## src/rtl/gray_frame_sequencer_pkg.sv

```systemverilog
// Shared definitions for the gray frame sequencer: pixel layout, FSM encoding,
// buffer entry format and the RGB332-to-gray conversion.
package gray_frame_sequencer_pkg;

    localparam int PIX_W = 8;

    localparam int R_MSB = 7;
    localparam int R_LSB = 5;
    localparam int G_MSB = 4;
    localparam int G_LSB = 2;
    localparam int B_MSB = 1;
    localparam int B_LSB = 0;

    localparam logic [1:0] ST_IDLE  = 2'd0;
    localparam logic [1:0] ST_RUN   = 2'd1;
    localparam logic [1:0] ST_DRAIN = 2'd2;
    localparam logic [1:0] ST_DONE  = 2'd3;

    typedef struct packed {
        logic [PIX_W-1:0] gray;
        logic             sof;
        logic             eol;
    } buf_entry_t;

    // Blue carries only 2 bits, so it is doubled to weigh roughly like R and G.
    function automatic logic [PIX_W-1:0] rgb332_to_gray(input logic [PIX_W-1:0] pix);
        logic [4:0] s;
        logic [2:0] a;
        s = {2'b00, pix[R_MSB:R_LSB]} + {2'b00, pix[G_MSB:G_LSB]}
          + {2'b00, pix[B_MSB:B_LSB], 1'b0};
        a = 3'(s / 5'd3);
        return {a, a, a[2:1]};
    endfunction

endpackage

```

## src/rtl/gray_out_buffer.sv

```systemverilog
// Two-entry FIFO holding converted pixels with their frame markers; the head
// entry drives the output stream directly so it stays stable until popped.
module gray_out_buffer
    import gray_frame_sequencer_pkg::*;
(
    input  logic       clk,
    input  logic       rst_n,
    input  logic       i_push,
    input  buf_entry_t i_data,
    input  logic       i_pop,
    input  logic       i_flush,
    output buf_entry_t o_head,
    output logic [1:0] o_count
);

    buf_entry_t r_mem [2];
    logic       r_wr_ptr;
    logic       r_rd_ptr;
    logic [1:0] r_count;

    always_ff @(posedge clk or negedge rst_n) begin
        if (!rst_n) begin
            for (int i = 0; i < 2; i++) r_mem[i] <= '0;
            r_wr_ptr <= 1'b0;
            r_rd_ptr <= 1'b0;
            r_count  <= 2'd0;
        end else if (i_flush) begin
            r_wr_ptr <= 1'b0;
            r_rd_ptr <= 1'b0;
            r_count  <= 2'd0;
        end else begin
            if (i_push) begin
                r_mem[r_wr_ptr] <= i_data;
                r_wr_ptr        <= ~r_wr_ptr;
            end
            if (i_pop) r_rd_ptr <= ~r_rd_ptr;
            r_count <= r_count + {1'b0, i_push} - {1'b0, i_pop};
        end
    end

    assign o_head  = r_mem[r_rd_ptr];
    assign o_count = r_count;

endmodule

```

## src/rtl/gray_frame_sequencer.sv

```systemverilog
// Reads one frame of RGB332 pixels in raster order, converts them to gray and
// streams them out on a valid/ready interface with SOF/EOL markers.
module gray_frame_sequencer
    import gray_frame_sequencer_pkg::*;
#(
    parameter int IMG_W     = 640,
    parameter int IMG_H     = 480,
    parameter int ADDR_W    = 19,
    parameter int BASE_ADDR = 0
) (
    input  logic              clk,
    input  logic              rst_n,
    input  logic              start,
    input  logic              abort,
    output logic              busy,
    output logic              done,
    output logic              rd_en,
    output logic [ADDR_W-1:0] rd_addr,
    input  logic [PIX_W-1:0]  rd_data,
    output logic              m_valid,
    input  logic              m_ready,
    output logic [PIX_W-1:0]  m_data,
    output logic              m_sof,
    output logic              m_eol,
    output logic [1:0]        dbg_state
);

    localparam int X_W = $clog2(IMG_W);
    localparam int Y_W = $clog2(IMG_H + 1);

    logic [1:0]        r_state;
    logic [X_W-1:0]    r_x;
    logic [Y_W-1:0]    r_y;
    logic [ADDR_W-1:0] r_addr;
    logic              r_infl;
    logic              r_infl_sof;
    logic              r_infl_eol;

    buf_entry_t w_head;
    buf_entry_t w_push_data;
    logic [1:0] w_count;
    logic [2:0] w_pending;
    logic       w_pop;
    logic       w_issue;
    logic       w_last;
    logic       w_abort;

    // Stream handshake: a pixel transfers on a cycle where m_valid and m_ready
    // are both high; m_valid only drops after a transfer, on abort or on reset.
    assign m_valid = (w_count != 2'd0);
    assign w_pop   = m_valid & m_ready;
    assign w_abort = abort & ((r_state == ST_RUN) | (r_state == ST_DRAIN));
    assign w_last  = (r_x == X_W'(IMG_W - 1)) & (r_y == Y_W'(IMG_H - 1));

    // A new read lands in the buffer two edges later, so reserve room for it
    // against what is buffered plus the read whose data is arriving now.
    assign w_pending = {1'b0, w_count} + {2'b00, r_infl} - {2'b00, w_pop};
    assign w_issue   = (r_state == ST_RUN) & ~abort & (w_pending < 3'd2);

    always_comb begin
        w_push_data      = '0;
        w_push_data.gray = rgb332_to_gray(rd_data);
        w_push_data.sof  = r_infl_sof;
        w_push_data.eol  = r_infl_eol;
    end

    always_ff @(posedge clk or negedge rst_n) begin
        if (!rst_n) begin
            r_state    <= ST_IDLE;
            r_x        <= '0;
            r_y        <= '0;
            r_addr     <= ADDR_W'(BASE_ADDR);
            r_infl     <= 1'b0;
            r_infl_sof <= 1'b0;
            r_infl_eol <= 1'b0;
        end else begin
            r_infl <= w_issue;
            if (w_issue) begin
                r_infl_sof <= (r_x == '0) & (r_y == '0);
                r_infl_eol <= (r_x == X_W'(IMG_W - 1));
                r_addr     <= r_addr + ADDR_W'(1);
                if (r_x == X_W'(IMG_W - 1)) begin
                    r_x <= '0;
                    r_y <= r_y + Y_W'(1);
                end else begin
                    r_x <= r_x + X_W'(1);
                end
            end
            case (r_state)
                ST_IDLE: begin
                    if (start && !abort) begin
                        r_state <= ST_RUN;
                        r_x     <= '0;
                        r_y     <= '0;
                        r_addr  <= ADDR_W'(BASE_ADDR);
                    end
                end
                ST_RUN: begin
                    if (abort) r_state <= ST_IDLE;
                    else if (w_issue && w_last) r_state <= ST_DRAIN;
                end
                ST_DRAIN: begin
                    if (abort) r_state <= ST_IDLE;
                    else if (w_pop && (w_count == 2'd1) && !r_infl) r_state <= ST_DONE;
                end
                default: r_state <= ST_IDLE;
            endcase
        end
    end

    gray_out_buffer u_buf (
        .clk     (clk),
        .rst_n   (rst_n),
        .i_push  (r_infl),
        .i_data  (w_push_data),
        .i_pop   (w_pop),
        .i_flush (w_abort),
        .o_head  (w_head),
        .o_count (w_count)
    );

    assign busy      = (r_state == ST_RUN) | (r_state == ST_DRAIN);
    assign done      = (r_state == ST_DONE);
    assign rd_en     = w_issue;
    assign rd_addr   = r_addr;
    assign m_data    = w_head.gray;
    assign m_sof     = w_head.sof;
    assign m_eol     = w_head.eol;
    assign dbg_state = r_state;

endmodule

```

## config.mk

```make
export PLATFORM = sky130hd
export DESIGN_NAME = gray_frame_sequencer
export DESIGN_NICKNAME = d
export VERILOG_FILES = /design/src/rtl/gray_frame_sequencer_pkg.sv /design/src/rtl/gray_out_buffer.sv /design/src/rtl/gray_frame_sequencer.sv
export SDC_FILE = /design/constraint.sdc
export NUM_CORES = 1
export LEC_CHECK = 0
export CAP_MARGIN = 30
export CELL_PAD_IN_SITES_DETAIL_PLACEMENT = 1
export CELL_PAD_IN_SITES_GLOBAL_PLACEMENT = 1
export CORE_MARGIN = 3
export CORE_UTILIZATION = 27
export DETAILED_ROUTE_END_ITERATION = 8
export HOLD_SLACK_MARGIN = 0.1
export PLACE_DENSITY = 0.53
export SYNTH_ARGS = -nofsm -noshare
export SYNTH_HDL_FRONTEND = slang
export SYNTH_SLANG_ARGS = --single-unit
export TNS_END_PERCENT = 20
```

## constraint.sdc

```tcl
create_clock -name clk -period 12.4 [get_ports clk]
set_input_delay 3.72 -clock clk [delete_from_list [all_inputs] [get_ports clk]]
set_output_delay 3.72 -clock clk [all_outputs]
set_load 0.02 [all_outputs]
```

==> summary.txt, run 1 <==
Outcome -> finished clean
Hold buffers post-CTS -> 0
Ys async rst share -> 100.0%
Final Core Density -> 35.35%
RSZ-0062 raised after global routing -> no
Core ar. -> 12110 sq um
Final WL -> 8143 um
Height of the die -> 117.6 um
Worst Tran Pin Value -> 0.7648 ns
Cell with the most instances after synthesis -> dfrtp_1
Final Net Count -> 433
HP Class -> flop to flop
# DRC -> 0
Post-synthesis register bit count -> 57
# diodes -> 0
CTS clk-pin slew, worst paths -> 0.05 ns
Crit path max fanout -> 20
PortBufs -> 47
Cell total after placement -> 556
Synth Area per Inst -> 9.497 sq um
Clock Tree Buf Depth -> 2
Total number of vias -> 2646
Synth top area cells -> dfrtp_1 42%, xnor2_1 7.0%, ha_1 6.3%
Final critical-path share of the clock period -> 86.49%
Layout Skew -> 0.005359 ns
Crit path cell chain -> clkdlybuf4s50_1 -> and2_1 -> ha_1 -> inv_1 -> ha_1 -> fa_1 -> nor3b_1 -> nand2_1 -> buf_4 -> inv_2 -> clkdlybuf4s50_1
Ys flop type -> dfrtp_1
CP top delay family -> buffers and inverters
IO Pins -> 48
Final Non-Filler Cells -> 572
Slowest CP cell -> clkdlybuf4s50_1
Post-Syn Nets -> 388
Skew-Pair Late Insertion Delay -> 0.32 ns
Mapped cell area -> 3362 sq um
Die X -> 117.6 um
CP Data Required Time -> 8.68 ns
DIE AREA -> 13830 sq um
Drt via density -> 4.626
Area delta synth->final -> 27.35%
Share of cells above drive strength 1 -> 8.911%
Share of the synthesized area in the top cell type -> 42.43%
Root Driver -> clkbuf_16
CTS Buf Count -> 9
Yosys warns -> 0
CTS sink cnt -> 57
Leading area contributor after synthesis -> dfrtp_1
Seq/Total Area, Yosys -> 42.43%
Total grt overflow -> 0
Slew HR -> 49.01%
Total GRT Usage -> 12.28%
Fmax -> 93.25 MHz
First-pass DRT Iterations -> 4
Leak pwr -> 0.001844 uW
Setup Fix Bufs, Post-CTS -> 0
Max-Cap Viols -> 0
CP Launch Type -> input port
DRT iter0 DRCs -> 101
Initial core utilization -> 27.76%
First-pass GRT wire length -> 14100 um
Largest net degree at the start of global routing -> 58
Final hold violations -> 0
Critical Path Max Stage Delay -> 0.65 ns
Pwr Density -> 184.1 nW/um^2
Commonest cells in the netlist -> 57 x dfrtp_1, 41 x nor2_1, 27 x xnor2_1
CTS tree -> done
Synthesized instance count -> 354
Wirelength per Cell -> 14.24 um
Max H-tree Level -> 3
Slew Limit Fails -> 0
DP Wirelength -> 5801 um
Worst vdd ir -> 0.06362 mV
Minimum clock period -> 10.72 ns
Buf/Inv on CP -> 5
Row cnt -> 40
Critical Path Sink Type -> primary output
Post-cts repair resize count -> 0
WS Path Type -> input port to primary output
Worst hold slack -> 0.4996 ns
Final TNS setup -> 0 ns
Post-synthesis cell type count -> 48
Vias in the first global route -> 2795
Final setup viols -> 0
Antenna viol nets, final -> 0
Initial antenna violation count -> 0
WP data arrival -> 7.00 ns
GPL Wtd Cong -> 0.7773
EDFF count, synth -> 0
## cells by family (layout without fill, tap and decap cells)
logic type	count (synthesis)	in the layout	share of synthesized area, %
xor+xnor	35	35	9.118
buf+inv	43	93	5.620
fa+ha+maj	21	21	8.709
compound gates	32	32	6.029
flops	57	57	42.43
mux	17	17	5.582
simple gates	149	149	22.52
## power by group
group | total (uW) | internal (uW) | switching, uW
Sequential | 241 | 215 | 26.1
Clock | 253 | 172 | 81.0
Combinational | 295 | 135 | 160
Total | 788 | 522 | 267
## cell usage in the layout, fill, tap and decap left out, types with 13 or more instances in the layout
cell,count
ha_1,17
inv_1,26
dfrtp_1,57
clkdlybuf4s50_1,46
nor2_1,41
mux2_2,13
nand2_1,24
nand3_1,16
xnor2_1,27
nor3_1,16
## sequential cells by signal, indices dropped and copies added, names as in the netlist, 2 cells and up
signal / cells
rd_addr: 19
r_x: 10
u_buf.r_mem: 10
r_y: 9
dbg_state: 2
u_buf.o_count: 2
## through the flow
step / total power (uW) / setup WS, ns / instance area, sq um
2_1_floorplan: 442.2 / 3.071 / 3362
3_3_place_gp: 535.0 / 1.874 / 3973
3_5_place_dp: 541.3 / 1.716 / 3973
4_1_cts: 803.2 / 1.673 / 4282
5_1_grt: 842.0 / 1.464 / 4282
6_report: 788.3 / 1.676 / 4282
## per-layer routing
metal / track usage [%] / wire length [um] / vias to the layer above
met2: 19.87 / 3754 / 27
met3: 2.883 / 201 / 7
met1: 16.55 / 4117 / 1313
met4: 3.297 / 70 / 0
met5: 0 / 0 / -
li1: - / - / 1299
## worst min-delay path, cell delays in order (launching register included)
cell and delay (ns):
dfrtp_1 0.35, nand2_1 0.06, nand2_1 0.06
## final cells by class
cell class | count | area, sq um
flip-flops and latches | 57 | 1426
inverters | 27 | 101.3
fillers | 1395 | 7830
repair buffers | 50 | 488.0
clock inverters | 2 | 35.03
multi-input cells | 254 | 1747
well taps | 168 | 210.2
clock buffers | 14 | 274.0
## worst paths after layout
| path | depth (start not counted) | from | end | slack (ns) |
|---|---|---|---|---|
| setup reg to reg | 13 | u_buf.o_count[1] | dbg_state[0] | 8.66 |
| hold / removal | 2 | r_infl_eol | r_infl_eol | 0.50 |
| setup / recovery | 11 | m_ready | rd_en | 1.68 |
| hold reg to reg | 2 | r_infl_eol | r_infl_eol | 0.50 |
| min in group asynchronous | 2 | rst_n | rd_addr[13] | 3.56 |
| max in group asynchronous | 2 | rst_n | u_buf.r_mem[17] | 8.33 |
Note: power is estimated with default switching activity, not from simulation.
==> inputs of run 2 (changes only) <==
- ABC_AREA: default -> 1
- PLACE_DENSITY: 0.53 -> 0.55
- clock period: 12.4 -> 10.65 ns (I/O delays scaled with it)
==> run 2 against run 1 <==
  * Design area increased by 8.8%
  * Flip-flop and latch count unchanged
  * Final cell count increased by 25%
  * Die area increased by 8.4%
  * Non-clock buffer count decreased by 1
  * Routed wire length increased by 29%
  * Sequential power increased by 34%
  * Clock power increased by 44%
  * Largest cell class unchanged
  * Hold slack got worse by 0.018 ns
  * First-iteration DRC count increased by 44%
  * Largest power group unchanged
  * Combinational power increased by 56%
  * Synthesized cell count increased by 38%
==> summary.txt, run 2 <==
Root Driver -> clkbuf_16
Worst vdd ir -> 0.1145 mV
Setup Fix Bufs, Post-CTS -> 0
Commonest cells in the netlist -> 119 x nand2_1, 74 x inv_1, 57 x dfrtp_1
Most frequent cells in the layout -> 119 x nand2_1, 74 x inv_1, 57 x dfrtp_1
GPL Wtd Cong -> 0.7695
CTS tree -> done
DIE AREA -> 14990 sq um
Mapped cell area -> 3660 sq um
Synthesized instance count -> 489
Slowest CP cell -> clkdlybuf4s50_1
CP top delay family -> buffers and inverters
Final TNS setup -> 0 ns
Hold buffers post-CTS -> 0
Largest net degree at the start of global routing -> 58
Synth top area cells -> dfrtp_1 39%, nand2_1 12%, inv_1 7.6%
Row cnt -> 41
Post-synthesis cell type count -> 38
Critical Path Sink Type -> primary output
Switching fraction of total power -> 38.32%
Drt via density -> 4.642
First-pass GRT wire length -> 17890 um
Final critical-path share of the clock period -> 84.21%
Clock Tree Buf Depth -> 2
Register-to-Register Path Depth -> 17
PortBufs -> 47
Slew Limit Fails -> 0
Wirelength per Cell -> 14.68 um
Die X -> 122.4 um
Post-synthesis register bit count -> 57
Minimum clock period -> 8.968 ns
Overall power -> 1147 uW
Max FFs per register -> 19
Crit path max fanout -> 3
Synth Area in Compound Gates -> 10.77%
Ys async rst share -> 100.0%
Filler instances -> 1560
Commonest non-fill, non-tap cell in the layout -> nand2_1
CP Depth -> 11
WP data arrival -> 5.77 ns
Hold Crit Depth -> 2
DP Wirelength -> 7606 um
Final setup viols -> 0
Crit path cell chain -> clkdlybuf4s50_1 -> nand2_1 -> inv_1 -> ha_1 -> inv_1 -> ha_1 -> fa_1 -> xor2_2 -> nand2_2 -> nor2_4 -> clkdlybuf4s50_1
Cell with the most instances after synthesis -> nand2_1
CTS sink cnt -> 57
Total grt overflow -> 0
Leak pwr -> 0.002125 uW
Max-Cap Viols -> 0
NetSw -> 439.5 uW
Final hold violations -> 0
Vias in the first global route -> 3506
CP Data Required Time -> 7.46 ns
Skew-Pair Late Insertion Delay -> 0.34 ns
Outcome -> finished clean
WS Path Type -> input port to primary output
Post-cts repair resize count -> 0
Antenna viol nets, final -> 0
First-pass DRT Iterations -> 4
Share of cells above drive strength 1 -> 7.735%
RSZ-0062 raised after global routing -> no
Final WL -> 10500 um
# diodes -> 0
Total GRT Usage -> 15.34%
Buf/Inv on CP -> 4
Post-Syn Nets -> 523
Internal power -> 707.4 uW
Leading area contributor after synthesis -> dfrtp_1
Reg power frac -> 28.1%
Final Net Count -> 572
Pwr Density -> 246.1 nW/um^2
Synth Area in Simple Gates -> 29.74%
Logic gate share of total power -> 40.2%
IO Pins -> 48
Yosys warns -> 0
Fraction of the mapped netlist area in adder cells -> 8.000%
CP Launch Type -> input port
Share of the synthesized area in the top cell type -> 38.97%
Core ar. -> 12930 sq um
Layout Skew -> 0.008111 ns
Height of the die -> 122.4 um
Slew HR -> 48.68%
DRT iter0 DRCs -> 145
Worst Tran Pin Value -> 0.7698 ns
Initial core utilization -> 28.31%
Fmax -> 111.5 MHz
Total number of vias -> 3319
Synth Area per Inst -> 7.484 sq um
# DRC -> 0
Clk pwr share -> 31.7%
Post-synthesis mux area share -> 0%
CTS Buf Count -> 9
Largest family of logic cells by synthesized area -> simple AND/OR/NAND/NOR gates
Ys flop type -> dfrtp_1
CTS clk-pin slew, worst paths -> 0.06 ns
Seq/Total Area, Yosys -> 38.97%
Area delta synth->final -> 27.32%
XOR/XNOR share of the synthesized area -> 2.838%
HP Class -> flop to flop
Initial antenna violation count -> 0
Critical Path Max Stage Delay -> 0.62 ns
EDFF count, synth -> 0
Max H-tree Level -> 3
[run 2: changes by cell type after synthesis, moves of 5 or more]
cell     previous run  this run
nand2_1            24       119
inv_1              26        74
o21ai_0             6        31
xnor2_1            27         2
a21oi_1            12        31
nand3_1            16        30
mux2_2             13         0
nor4_1             12         2
nor2_1             41        34
nand2_2             0         5
nand4_1            10        15
or3_1               5         0
[run 2: area by class of cell]
| cell class | instances | area [sq um] | area share, % |
|---|---|---|---|
| Multi-Input combinational cell | 344 | 1879 | 40.33 |
| Sequential cell | 57 | 1426 | 30.61 |
| Timing Repair Buffer | 49 | 480.5 | 10.31 |
| Inverter | 77 | 290.3 | 6.230 |
| Clock buffer | 9 | 225.2 | 4.834 |
| Tap cell | 172 | 215.2 | 4.619 |
| Clock inverter | 7 | 142.6 | 3.061 |
[run 2: worst register-to-register path: cells and delay by family, from the launching register on]
| family | cells | cell delay [ns] |
|---|---|---|
| AO/OA/AOI/OAI | 2 | 0.33 |
| adder cells (fa/ha/maj) | 3 | 0.85 |
| flip-flops | 1 | 0.40 |
| XOR/XNOR | 1 | 0.21 |
| AND/OR/NAND/NOR | 6 | 0.88 |
| buffers and inverters | 5 | 0.59 |
[run 2: metrics by stage]
step	hold slack [ns]	util (%)	area [sq um]	setup slack, ns	cells
2_1_floorplan	0.4487	-	3660	2.573	489
6_report	0.4819	36.04	4659	1.682	715
3_5_place_dp	0.4653	33.20	4292	1.692	699
3_3_place_gp	0.4628	33.20	4292	1.730	699
4_1_cts	0.4818	36.04	4659	1.665	715
5_1_grt	0.5076	36.04	4659	1.556	715
[run 2: power groups by stage]
stage | logic (uW) | clock network [uW] | registers [uW]
floorplan | 291 | 0 | 332
global placement | 456 | 0 | 325
detailed placement | 468 | 0 | 327
CTS | 471 | 372 | 323
global route | 524 | 384 | 333
finish | 461 | 364 | 322
[run 2: logic make-up (layout without fill, tap and decap cells)]
| group | count (synthesis) | in the layout |
|---|---|---|
| and+or+nand+nor | 238 | 238 |
| buffers and inverters | 88 | 142 |
| AOI/OAI and AO/OA | 74 | 74 |
| DFF | 57 | 57 |
| xor gates and xnor gates | 11 | 11 |
| adders and majority gates | 21 | 21 |
[run 2: routing by layer]
layer  vias to the layer above  GRT usage, %  wire length [um]
met5                         -             0                 0
met4                         0         4.199               124
met3                         8         4.332               431
met2                        51         24.32              4775
met1                      1581         20.54              5164
li1                       1679             -                 -
[run 2: worst paths after layout]
kind                                  startpoint               to  slack [ns]
worst max-delay path                     m_ready            rd_en        1.68
min in group asynchronous                  rst_n  u_buf.r_mem[18]        3.01
worst min register to register    u_buf.r_mem[7]   u_buf.r_mem[7]        0.48
max in group asynchronous                  rst_n           r_x[1]        7.12
worst max register to register  u_buf.o_count[1]           r_x[3]        7.30
worst min-delay path              u_buf.r_mem[7]   u_buf.r_mem[7]        0.48
